--- config.mk ---
export PLATFORM = sky130hd
export DESIGN_NAME = sprite_layer
export DESIGN_NICKNAME = d
export VERILOG_FILES = /design/src/rtl/sprite_layer.sv
export SDC_FILE = /design/constraint.sdc
export NUM_CORES = 1
export LEC_CHECK = 0
export BUFFER_PORTS_ARGS = -buffer_cell sky130_fd_sc_hd__buf_2
export CORE_MARGIN = 4
export CORE_UTILIZATION = 51
export CTS_CLUSTER_DIAMETER = 150
export DETAILED_ROUTE_END_ITERATION = 6
export GPL_ROUTABILITY_DRIVEN = 1
export PLACE_DENSITY = 0.77
export SYNTH_ARGS = -nofsm -noshare
export SYNTH_HDL_FRONTEND = slang
export SYNTH_SLANG_ARGS = --single-unit
--- constraint.sdc ---
create_clock -name CLK -period 10.5 [get_ports CLK]
set_input_delay 1.05 -clock CLK [delete_from_list [all_inputs] [get_ports CLK]]
set_output_delay 1.05 -clock CLK [all_outputs]
set_load 0.01 [all_outputs]
--- src/rtl/sprite_layer.sv ---
// Multi-sprite hit test with double-buffered positions, shared animation
// frame, fixed priority and per-frame sprite-vs-sprite collision flags.
module sprite_layer #(
  parameter int N_SPRITES   = 4,
  parameter int COORD_W     = 8,
  parameter int INDEX_W     = 7,
  parameter int SIZE        = 16,
  parameter int ANIM_FRAMES = 4,
  parameter int ANIM_DIV    = 8,
  localparam int SEL_W = (N_SPRITES > 1) ? $clog2(N_SPRITES) : 1
) (
  input  logic                 CLK,
  input  logic                 RESET,
  input  logic                 FRAME_TICK,
  input  logic                 WR_EN,
  input  logic [SEL_W-1:0]     WR_SEL,
  input  logic [COORD_W-1:0]   WR_X,
  input  logic [COORD_W-1:0]   WR_Y,
  input  logic [INDEX_W-1:0]   WR_BASE,
  input  logic                 WR_VIS,
  input  logic                 DRAW_VALID,
  input  logic [2*COORD_W-1:0] DRAW_COORD,
  output logic                 PIX_VALID,
  output logic                 PIX_HIT,
  output logic [SEL_W-1:0]     PIX_SEL,
  output logic [INDEX_W-1:0]   PIX_INDEX,
  output logic [N_SPRITES-1:0] COLLIDE
);

  localparam int FR_W  = (ANIM_FRAMES > 1) ? $clog2(ANIM_FRAMES) : 1;
  localparam int DIV_W = (ANIM_DIV > 1) ? $clog2(ANIM_DIV) : 1;

  logic [COORD_W-1:0] sh_x_q [N_SPRITES];
  logic [COORD_W-1:0] sh_y_q [N_SPRITES];
  logic [INDEX_W-1:0] sh_base_q [N_SPRITES];
  logic [N_SPRITES-1:0] sh_vis_q;
  logic [COORD_W-1:0] act_x_q [N_SPRITES];
  logic [COORD_W-1:0] act_y_q [N_SPRITES];
  logic [INDEX_W-1:0] act_base_q [N_SPRITES];
  logic [N_SPRITES-1:0] act_vis_q;

  logic [DIV_W-1:0] div_q, div_d;
  logic [FR_W-1:0]  frame_q, frame_d;

  logic [N_SPRITES-1:0] acc_q, acc_d;
  logic [N_SPRITES-1:0] coll_q, coll_d;
  logic [N_SPRITES-1:0] hits, coll_hits;
  logic                 found;
  logic [SEL_W-1:0]     win_sel;
  logic [INDEX_W-1:0]   win_idx;
  logic                 wr_ok;

  logic                 pv_q, ph_q;
  logic [SEL_W-1:0]     ps_q;
  logic [INDEX_W-1:0]   pi_q;

  assign wr_ok = 32'(WR_SEL) < 32'(N_SPRITES);

  // Commit samples the shadow before this cycle's write lands
  always_ff @(posedge CLK or posedge RESET) begin
    if (RESET) begin
      for (int i = 0; i < N_SPRITES; i++) begin
        sh_x_q[i]     <= '0;
        sh_y_q[i]     <= '0;
        sh_base_q[i]  <= (i == 0) ? INDEX_W'(1) : '0;
        act_x_q[i]    <= '0;
        act_y_q[i]    <= '0;
        act_base_q[i] <= (i == 0) ? INDEX_W'(1) : '0;
      end
      sh_vis_q  <= N_SPRITES'(1);
      act_vis_q <= N_SPRITES'(1);
    end else begin
      if (WR_EN && wr_ok) begin
        sh_x_q[WR_SEL]    <= WR_X;
        sh_y_q[WR_SEL]    <= WR_Y;
        sh_base_q[WR_SEL] <= WR_BASE;
        sh_vis_q[WR_SEL]  <= WR_VIS;
      end
      if (FRAME_TICK) begin
        for (int i = 0; i < N_SPRITES; i++) begin
          act_x_q[i]    <= sh_x_q[i];
          act_y_q[i]    <= sh_y_q[i];
          act_base_q[i] <= sh_base_q[i];
        end
        act_vis_q <= sh_vis_q;
      end
    end
  end

  always_comb begin
    div_d   = div_q;
    frame_d = frame_q;
    if (FRAME_TICK) begin
      if (div_q == DIV_W'(ANIM_DIV - 1)) begin
        div_d   = '0;
        frame_d = (frame_q == FR_W'(ANIM_FRAMES - 1)) ? '0 : frame_q + 1'b1;
      end else begin
        div_d = div_q + 1'b1;
      end
    end
  end

  // Bounds widened by one bit so a sprite near the edge never wraps
  always_comb begin
    logic [COORD_W:0] lx, hx, ly, hy, px, py;
    hits = '0;
    lx = '0; hx = '0; ly = '0; hy = '0;
    px = {1'b0, DRAW_COORD[COORD_W-1:0]};
    py = {1'b0, DRAW_COORD[2*COORD_W-1:COORD_W]};
    for (int i = 0; i < N_SPRITES; i++) begin
      lx = {1'b0, act_x_q[i]};
      ly = {1'b0, act_y_q[i]};
      hx = lx + (COORD_W+1)'(SIZE - 1);
      hy = ly + (COORD_W+1)'(SIZE - 1);
      hits[i] = act_vis_q[i] && px >= lx && px <= hx
                && py >= ly && py <= hy;
    end
  end

  always_comb begin
    found   = 1'b0;
    win_sel = '0;
    for (int i = 0; i < N_SPRITES; i++) begin
      if (hits[i] && !found) begin
        found   = 1'b1;
        win_sel = SEL_W'(i);
      end
    end
    win_idx = act_base_q[win_sel] + INDEX_W'(frame_q);
  end

  always_comb begin
    coll_hits = '0;
    if (DRAW_VALID && |(hits & (hits - N_SPRITES'(1))))
      coll_hits = hits;
    acc_d  = acc_q | coll_hits;
    coll_d = coll_q;
    if (FRAME_TICK) begin
      coll_d = acc_d;
      acc_d  = '0;
    end
  end

  always_ff @(posedge CLK or posedge RESET) begin
    if (RESET) begin
      div_q   <= '0;
      frame_q <= '0;
      acc_q   <= '0;
      coll_q  <= '0;
      pv_q    <= 1'b0;
      ph_q    <= 1'b0;
      ps_q    <= '0;
      pi_q    <= '0;
    end else begin
      div_q   <= div_d;
      frame_q <= frame_d;
      acc_q   <= acc_d;
      coll_q  <= coll_d;
      pv_q    <= DRAW_VALID;
      ph_q    <= DRAW_VALID && found;
      ps_q    <= (DRAW_VALID && found) ? win_sel : '0;
      pi_q    <= (DRAW_VALID && found) ? win_idx : '0;
    end
  end

  assign PIX_VALID = pv_q;
  assign PIX_HIT   = ph_q;
  assign PIX_SEL   = ps_q;
  assign PIX_INDEX = pi_q;
  assign COLLIDE   = coll_q;

endmodule

* Yosys cells after proc, flatten, opt, wreduce, memory -nomap -nowiden
Index checks and enable logic that the tools add are counted.
** Storage, ports and cells
- Register bits :: 216
- Input bits :: 47
- Output and inout port bits :: 15
- Word-level logic and storage cells :: 127
** Operators by class
- Add/sub/neg operators :: 12
- $lt $le $gt $ge :: 21
- Equal/unequal tests :: 2
- Multiplexer cells :: 26
- Bitwise gates (word level) :: 4
- Reductions and logical operators :: 28
** Operator list (number)
- $add A8 B4 Y9 const B :: 8
- $le A8 B9 Y1 :: 8
- $bwmux W32 :: 2
- $ge A8 B8 Y1 :: 8
- $bwmux W28 :: 1
- $mux W7 :: 4
- $logic_and A1 B1 Y1 :: 23
- $demux W8 S2 :: 1
- $bmux W7 S2 :: 1
- $demux W7 S2 :: 1
- $mux W2 :: 4
- $mux W4 :: 2
- $mux W8 :: 1
- $add A7 B2 Y7 :: 1
- $ge A3 B3 Y1 const B :: 2
- $mux W1 :: 6
- $not A2 Y3 :: 2
- $and A4 B4 Y4 :: 1
- $bwmux W4 :: 1
- $or A4 B4 Y4 :: 1
- $reduce_or A4 Y1 :: 1
- $sub A4 B1 Y4 const B :: 1
- $add A3 B1 Y3 const B :: 1
- $eq A3 B3 Y1 const B :: 1
- 9 further kinds :: 11

* Logic depth before layout (Yosys ltp)
- Depth after elaboration :: 21
- Depth in mapped cells :: 21
- Depth with buffers taken out :: 20

* Worst setup path after synthesis
No wires, ideal clock.
- Kind :: input to register
- From :: in DRAW_COORD[15]
- To :: reg pi_q[4] (netlist: PIX_INDEX[4])
- Setup time :: 0.078 ns
- Data arrival time :: 4.326 ns
- Data required time :: 10.422 ns
- Slack :: 6.096 ns
- Stages :: 16
- Path buffers :: 1
- Cells stage by stage :: ha_1 -> a2111oi_0 -> nand2_1 -> a31oi_1 -> nor4_1 -> nor4_2 -> clkbuf_1 -> a21o_2 -> and2_1 -> a211oi_1 -> a21oi_1 -> ha_1 -> fa_1 -> inv_1 -> or4_1 -> a21oi_1
** Between the ends
- Cells in the longest elaborated chain, start to end :: 19
- Elaborated cells between the ends (all ways) :: 36
- Those cells by class :: add/sub (1); order compare (8); mux (11); bitwise (1); reduce/logical (15)
** Ends and longest elaborated chain
- from (decl) :: RTL line 22 : input logic [2*COORD_W-1:0] DRAW_COORD,
- $ge A8 B8 Y1 :: RTL line 116 : && py >= ly && py <= hy;
- $logic_and A1 B1 Y1 (2 in a row) :: RTL line 116
- $mux W1 :: RTL line 124 : if (hits[i] && !found) begin
- $logic_not A1 Y1 :: RTL line 124
- $logic_and A1 B1 Y1 :: RTL line 124
- $mux W1 :: RTL line 124
- $logic_not A1 Y1 :: RTL line 124
- $logic_and A1 B1 Y1 :: RTL line 124
- $mux W1 :: RTL line 124
- $logic_not A1 Y1 :: RTL line 124
- $logic_and A1 B1 Y1 :: RTL line 124
- $mux W2 :: RTL line 124
- $not A2 Y3 (implied by the code) :: RTL line 129 : win_idx = act_base_q[win_sel] + INDEX_W'(frame_q);
- $bmux W7 S2 :: RTL line 129
- $mux W7 (implied by the code) (2 in a row) :: RTL line 129
- $add A7 B2 Y7 :: RTL line 129
- $mux W7 * :: RTL line 162 : pi_q <= (DRAW_VALID && found) ? win_idx : '0;
- to (signal assigned) :: RTL line 162
- to (decl) :: RTL line 55 : logic [INDEX_W-1:0] pi_q;
Mark *: on every way between the ends. The rest lies on a longest branch, timed or not. The select of a mux whose other input is x is not followed.
A chain may end at the register's enable or synchronous reset.

* Worst setup path after layout
- From :: reg act_y_q[16] (netlist name)
- To :: reg pi_q[4] (netlist: PIX_INDEX[4])
** Between the ends
- Cells in the longest elaborated chain, start to end :: 17
- Elaborated cells between the ends (all ways) :: 23
- Those cells by class :: add/sub (2); order compare (2); mux (10); bitwise (1); reduce/logical (8)
** Ends and longest elaborated chain
- from (decl) :: RTL line 38 : logic [COORD_W-1:0] act_y_q [N_SPRITES];
- from (signal, indexed assignment) :: RTL line 82 : act_y_q[i] <= sh_y_q[i];
- $add A8 B4 Y9 or $ge A8 B8 Y1 (tied branches) :: RTL line 114, 116
- $le A8 B9 Y1 or $logic_and A1 B1 Y1 (tied branches) :: RTL line 116
- $logic_and A1 B1 Y1 * :: RTL line 116
- $logic_and A1 B1 Y1 * :: RTL line 124
- $mux W1 :: RTL line 124
- $logic_not A1 Y1 :: RTL line 124
- $logic_and A1 B1 Y1 :: RTL line 124
- $mux W1 :: RTL line 124
- $logic_not A1 Y1 :: RTL line 124
- $logic_and A1 B1 Y1 :: RTL line 124
- $mux W2 :: RTL line 124
- $not A2 Y3 (implied by the code) :: RTL line 129
- $bmux W7 S2 :: RTL line 129
- $mux W7 (implied by the code) (2 in a row) :: RTL line 129
- $add A7 B2 Y7 :: RTL line 129
- $mux W7 * :: RTL line 162
Marks and branches as above.

==> key figures <==
Power and ir drop
  – Peak supply drop: about 170 uV
  – Pwr/cell area: 206 mW/mm^2
  – Clock network power share: 31.3%
  – Psw: 0.000899 W
  – Tot Pwr: 0.00281 W
  – Comb pwr share: between 20% and 30%
  – P_int: 0.00191 W
  – Sw Ratio: 32.0%
  – Reg power frac: 39.2%
  – Leak Pwr: 6.19 nW

Finish
  – Cell Count, Final, Fillers Out: 1,509
  – Area of the multi-input gates: 0.00633 mm^2
  – Fill cell count: ~2,000
  – Final nets: 1,363
  – Final Core Density: 58.0%
  – Layout cells sized above 1: 22.3%
  – Layout area overhead: 12.1%
  – Seq. cell area: 0.00541 mm^2

Clock tree
  – Clock root cell: clkbuf_16
  – Postcts setup bufs: 0
  – Sink Count: 216
  – CTS H-tree lvls: 1
  – Hold buffers post-CTS: 0
  – Clock latency on the worst-skew pair: 0.52 ns
  – Max clock buf depth: 3
  – CTS tree: done
  – CTS Buf Count: 23
  – Post-cts resize count: 0
  – Clock transition at the registers of the reported paths: about 0.070 ns

Timing
  – Period utilization: 47.4%
  – Worst Tran Pin Value: about 1 ns
  – Slew margin rel.: 31.9%
  – Final setup vio count: 0
  – Clk_skew: 0.0225 ns
  – RSZ-0062 raised after global routing: false
  – Final hold viol count: 0
  – Setup TNS: 0 ns
  – Final Critical Period: roughly 5.0 ns
  – Fin. max-slew vios: 0
  – F_max: between 200 and 250 MHz

Synthesis
  – Leading post-synthesis cells by cell area: dfrtp_1, ha_1, mux2_2
  – Most numerous cell in the Yosys netlist: dfrtp_1
  – Seq/Total Area, Yosys: 44.6%
  – Avg Cell Area, Syn: 10.9 um^2
  – Synth top area share: a little over two fifths
  – Distinct cells, synth: 74
  – Synthesized netlist net count: 1,301
  – Area leader, netlist: dfrtp_1
  – Synthesized area: 0.0121 mm^2
  – Synth Instances: 1,112
  – Post-synth ARST share: 100%
  – Post-synth top cells: dfrtp_1, ha_1, mux2_2
  – Post-synth EDFFs: 0
  – Register bit total from synthesis: 216
  – YS warnings: 0
  – Ys flop type: dfrtp_1

Worst setup path
  – Type of origin of the critical path: flop
  – Critical Path Most Common Cell: ha_1
  – CP max FO: 8
  – CP max stage cell: nor3_1
  – Crit Path Class: reg -> reg
  – Crit-path cells: inv_1 -> ha_1 -> nor3b_1 -> nor3_1 -> xnor2_1 -> ha_1 -> a2111oi_0 -> nand2_1 -> a31oi_1 -> o22ai_1 -> nor3_1 -> a211o_1 -> a211oi_1 -> a21oi_1 -> ha_1 -> fa_1 -> inv_1 -> or4_1 -> a21oi_1
  – Crit path DAT: 5.40 ns
  – CP max stage delay: 0.72 ns
  – Setup crit end kind: flop
  – Req. time, crit path: between 10 and 15 ns

Drt
  – Top Metal Used: met5
  – DRC Markers: 0
  – WL met3: 1.06 mm
  – DRT Pass-1 Iters: 5
  – WL/cell: about 18 um
  – Vias per inst: approximately 5.6
  – DRT met1 WL: 12.8 mm
  – Vias post-DR: roughly 8,500
  – Met2 routed WL: 12.7 mm
  – DR iter-0 viols: 484
  – Post-DRT Antenna Nets: 0
  – Routed wire length: 27.1 mm

Die
  – I/O pins: 62
  – Die area: 0.0263 mm^2
  – Std cell rows: 56
  – Die height: 162 um
  – Initial Utilization: slightly above 50%
  – Core ar.: roughly 0.023 mm^2
  – Die Width: 162 um

Global routing
  – First-pass GRT wire length: around 45 mm
  – Vias in the first global route: 8,809
  – Initial antenna violation count: 2
  – Total Routing Usage GR: 20.9%
  – Gr ovfl total: 0
  – Largest net degree at the start of global routing: 139

Place
  – # port buffers: 61
  – Post-DP HPWL: 18.9 mm
  – Placed Cells: 1,468
  – Gp weighted congestion: 0.889

Run
  – MaxCap Viol Count: 0

Run status
  – Status: completed

Hold path
  – Hold WC Path Type: reg -> reg
## per-layer routing
metal,global-route usage (%),up-vias
li1,-,4108
met1,29.7,4185
met2,34.3,143
met3,2.77,38
met5,0,-
met4,5.34,2
## path summary, 6_finish.rpt
kind                                   to  slack, ns   startpoint  cells past startpoint
max                          PIX_INDEX[4]       5.53  act_y_q[16]                     19
min                            act_y_q[4]       0.47    sh_y_q[4]                      2
max reg2reg                  PIX_INDEX[4]       5.53  act_y_q[16]                     19
min reg2reg                    act_y_q[4]       0.47    sh_y_q[4]                      2
max in group asynchronous  act_base_q[26]       8.20        RESET                      3
min in group asynchronous   sh_base_q[22]       0.76        RESET                      2
## stage by stage
stage	cell area (um^2)	worst slack [ns]	hold slack, ns
after floorplan	12100	3.55	0.448
final	13600	5.53	0.469
after global routing	13600	5.18	0.497
after global placement	12800	5.57	0.454
after detailed placement	12800	5.46	0.462
after CTS	13600	5.58	0.473
## cell families (layout without fill, tap and decap cells)
group	after synthesis	in the layout	share of synthesized area, %
compound gates	210	210	11.4
xor+xnor	50	50	3.61
fa+ha+maj	143	143	14.8
buf+inv	107	184	3.33
flops	216	216	44.6
mux	134	134	12.4
other cells	0	1	0
simple gates	252	252	9.91
## registers in the layout (all words and copies together) (netlist names)
signal and count:
PIX_VALID 1, act_x_q 32, act_base_q 28, act_vis_q 4, PIX_SEL 2, sh_y_q 32, COLLIDE 4, sh_x_q 32
frame_q 2, PIX_HIT 1, PIX_INDEX 7, div_q 3, acc_q 4, sh_base_q 28, act_y_q 32, sh_vis_q 4
## critical path: cells and delay by family, from the launching register on
| kind | cells | cell delay (ns) |
|---|---|---|
| AND/OR/NAND/NOR | 5 | 1.87 |
| AO/OA/AOI/OAI | 7 | 1.43 |
| adder cells (fa/ha/maj) | 4 | 0.84 |
| flip-flops | 1 | 0.40 |
| buffers and inverters | 2 | 0.20 |
| XOR/XNOR | 1 | 0.15 |
## cell usage in the layout (no fill, tap or decap), drive strengths merged, types with 4 or more instances in the layout
master and n:
nor4 11, a2111oi 7, xnor2 50, nor3 23
a211o 4, a21oi 42, and2 7, dfrtp 212
nand2 115, mux2i 5, nor2 33, dfstp 4
a31oi 9, or3 4, nor3b 6, or4 4
nand2b 4, a211oi 10, ha 141, o21ai 85
o22ai 5, inv 79, a21o 7, o21a 9
clkinv 5, buf 68, nand3b 5, bufinv 5
nand3 13, nand4 18, mux2 129, clkbuf 24
## area by class of cell
cell class                 instances  share of cell area (%)
multi-input combinational        789                    46.5
sequential                       216                    39.8
clock buffer                      24                    4.33
tap                              319                    2.93
timing repair buffer              68                    2.65
inverter                          76                    2.15
clock inverter                    16                    1.65
antenna                            1                  0.0184
## power groups by stage
stage                     Combinational, W  Sequential [W]  Clock, W
after floorplan                   0.000626         0.00108         0
after global placement            0.000791         0.00111         0
after detailed placement          0.000824         0.00111         0
after CTS                         0.000832         0.00110  0.000895
after global routing              0.000942         0.00112  0.000929
final                             0.000830         0.00110  0.000878
No activity file was read; power rests on OpenSTA's default activity.
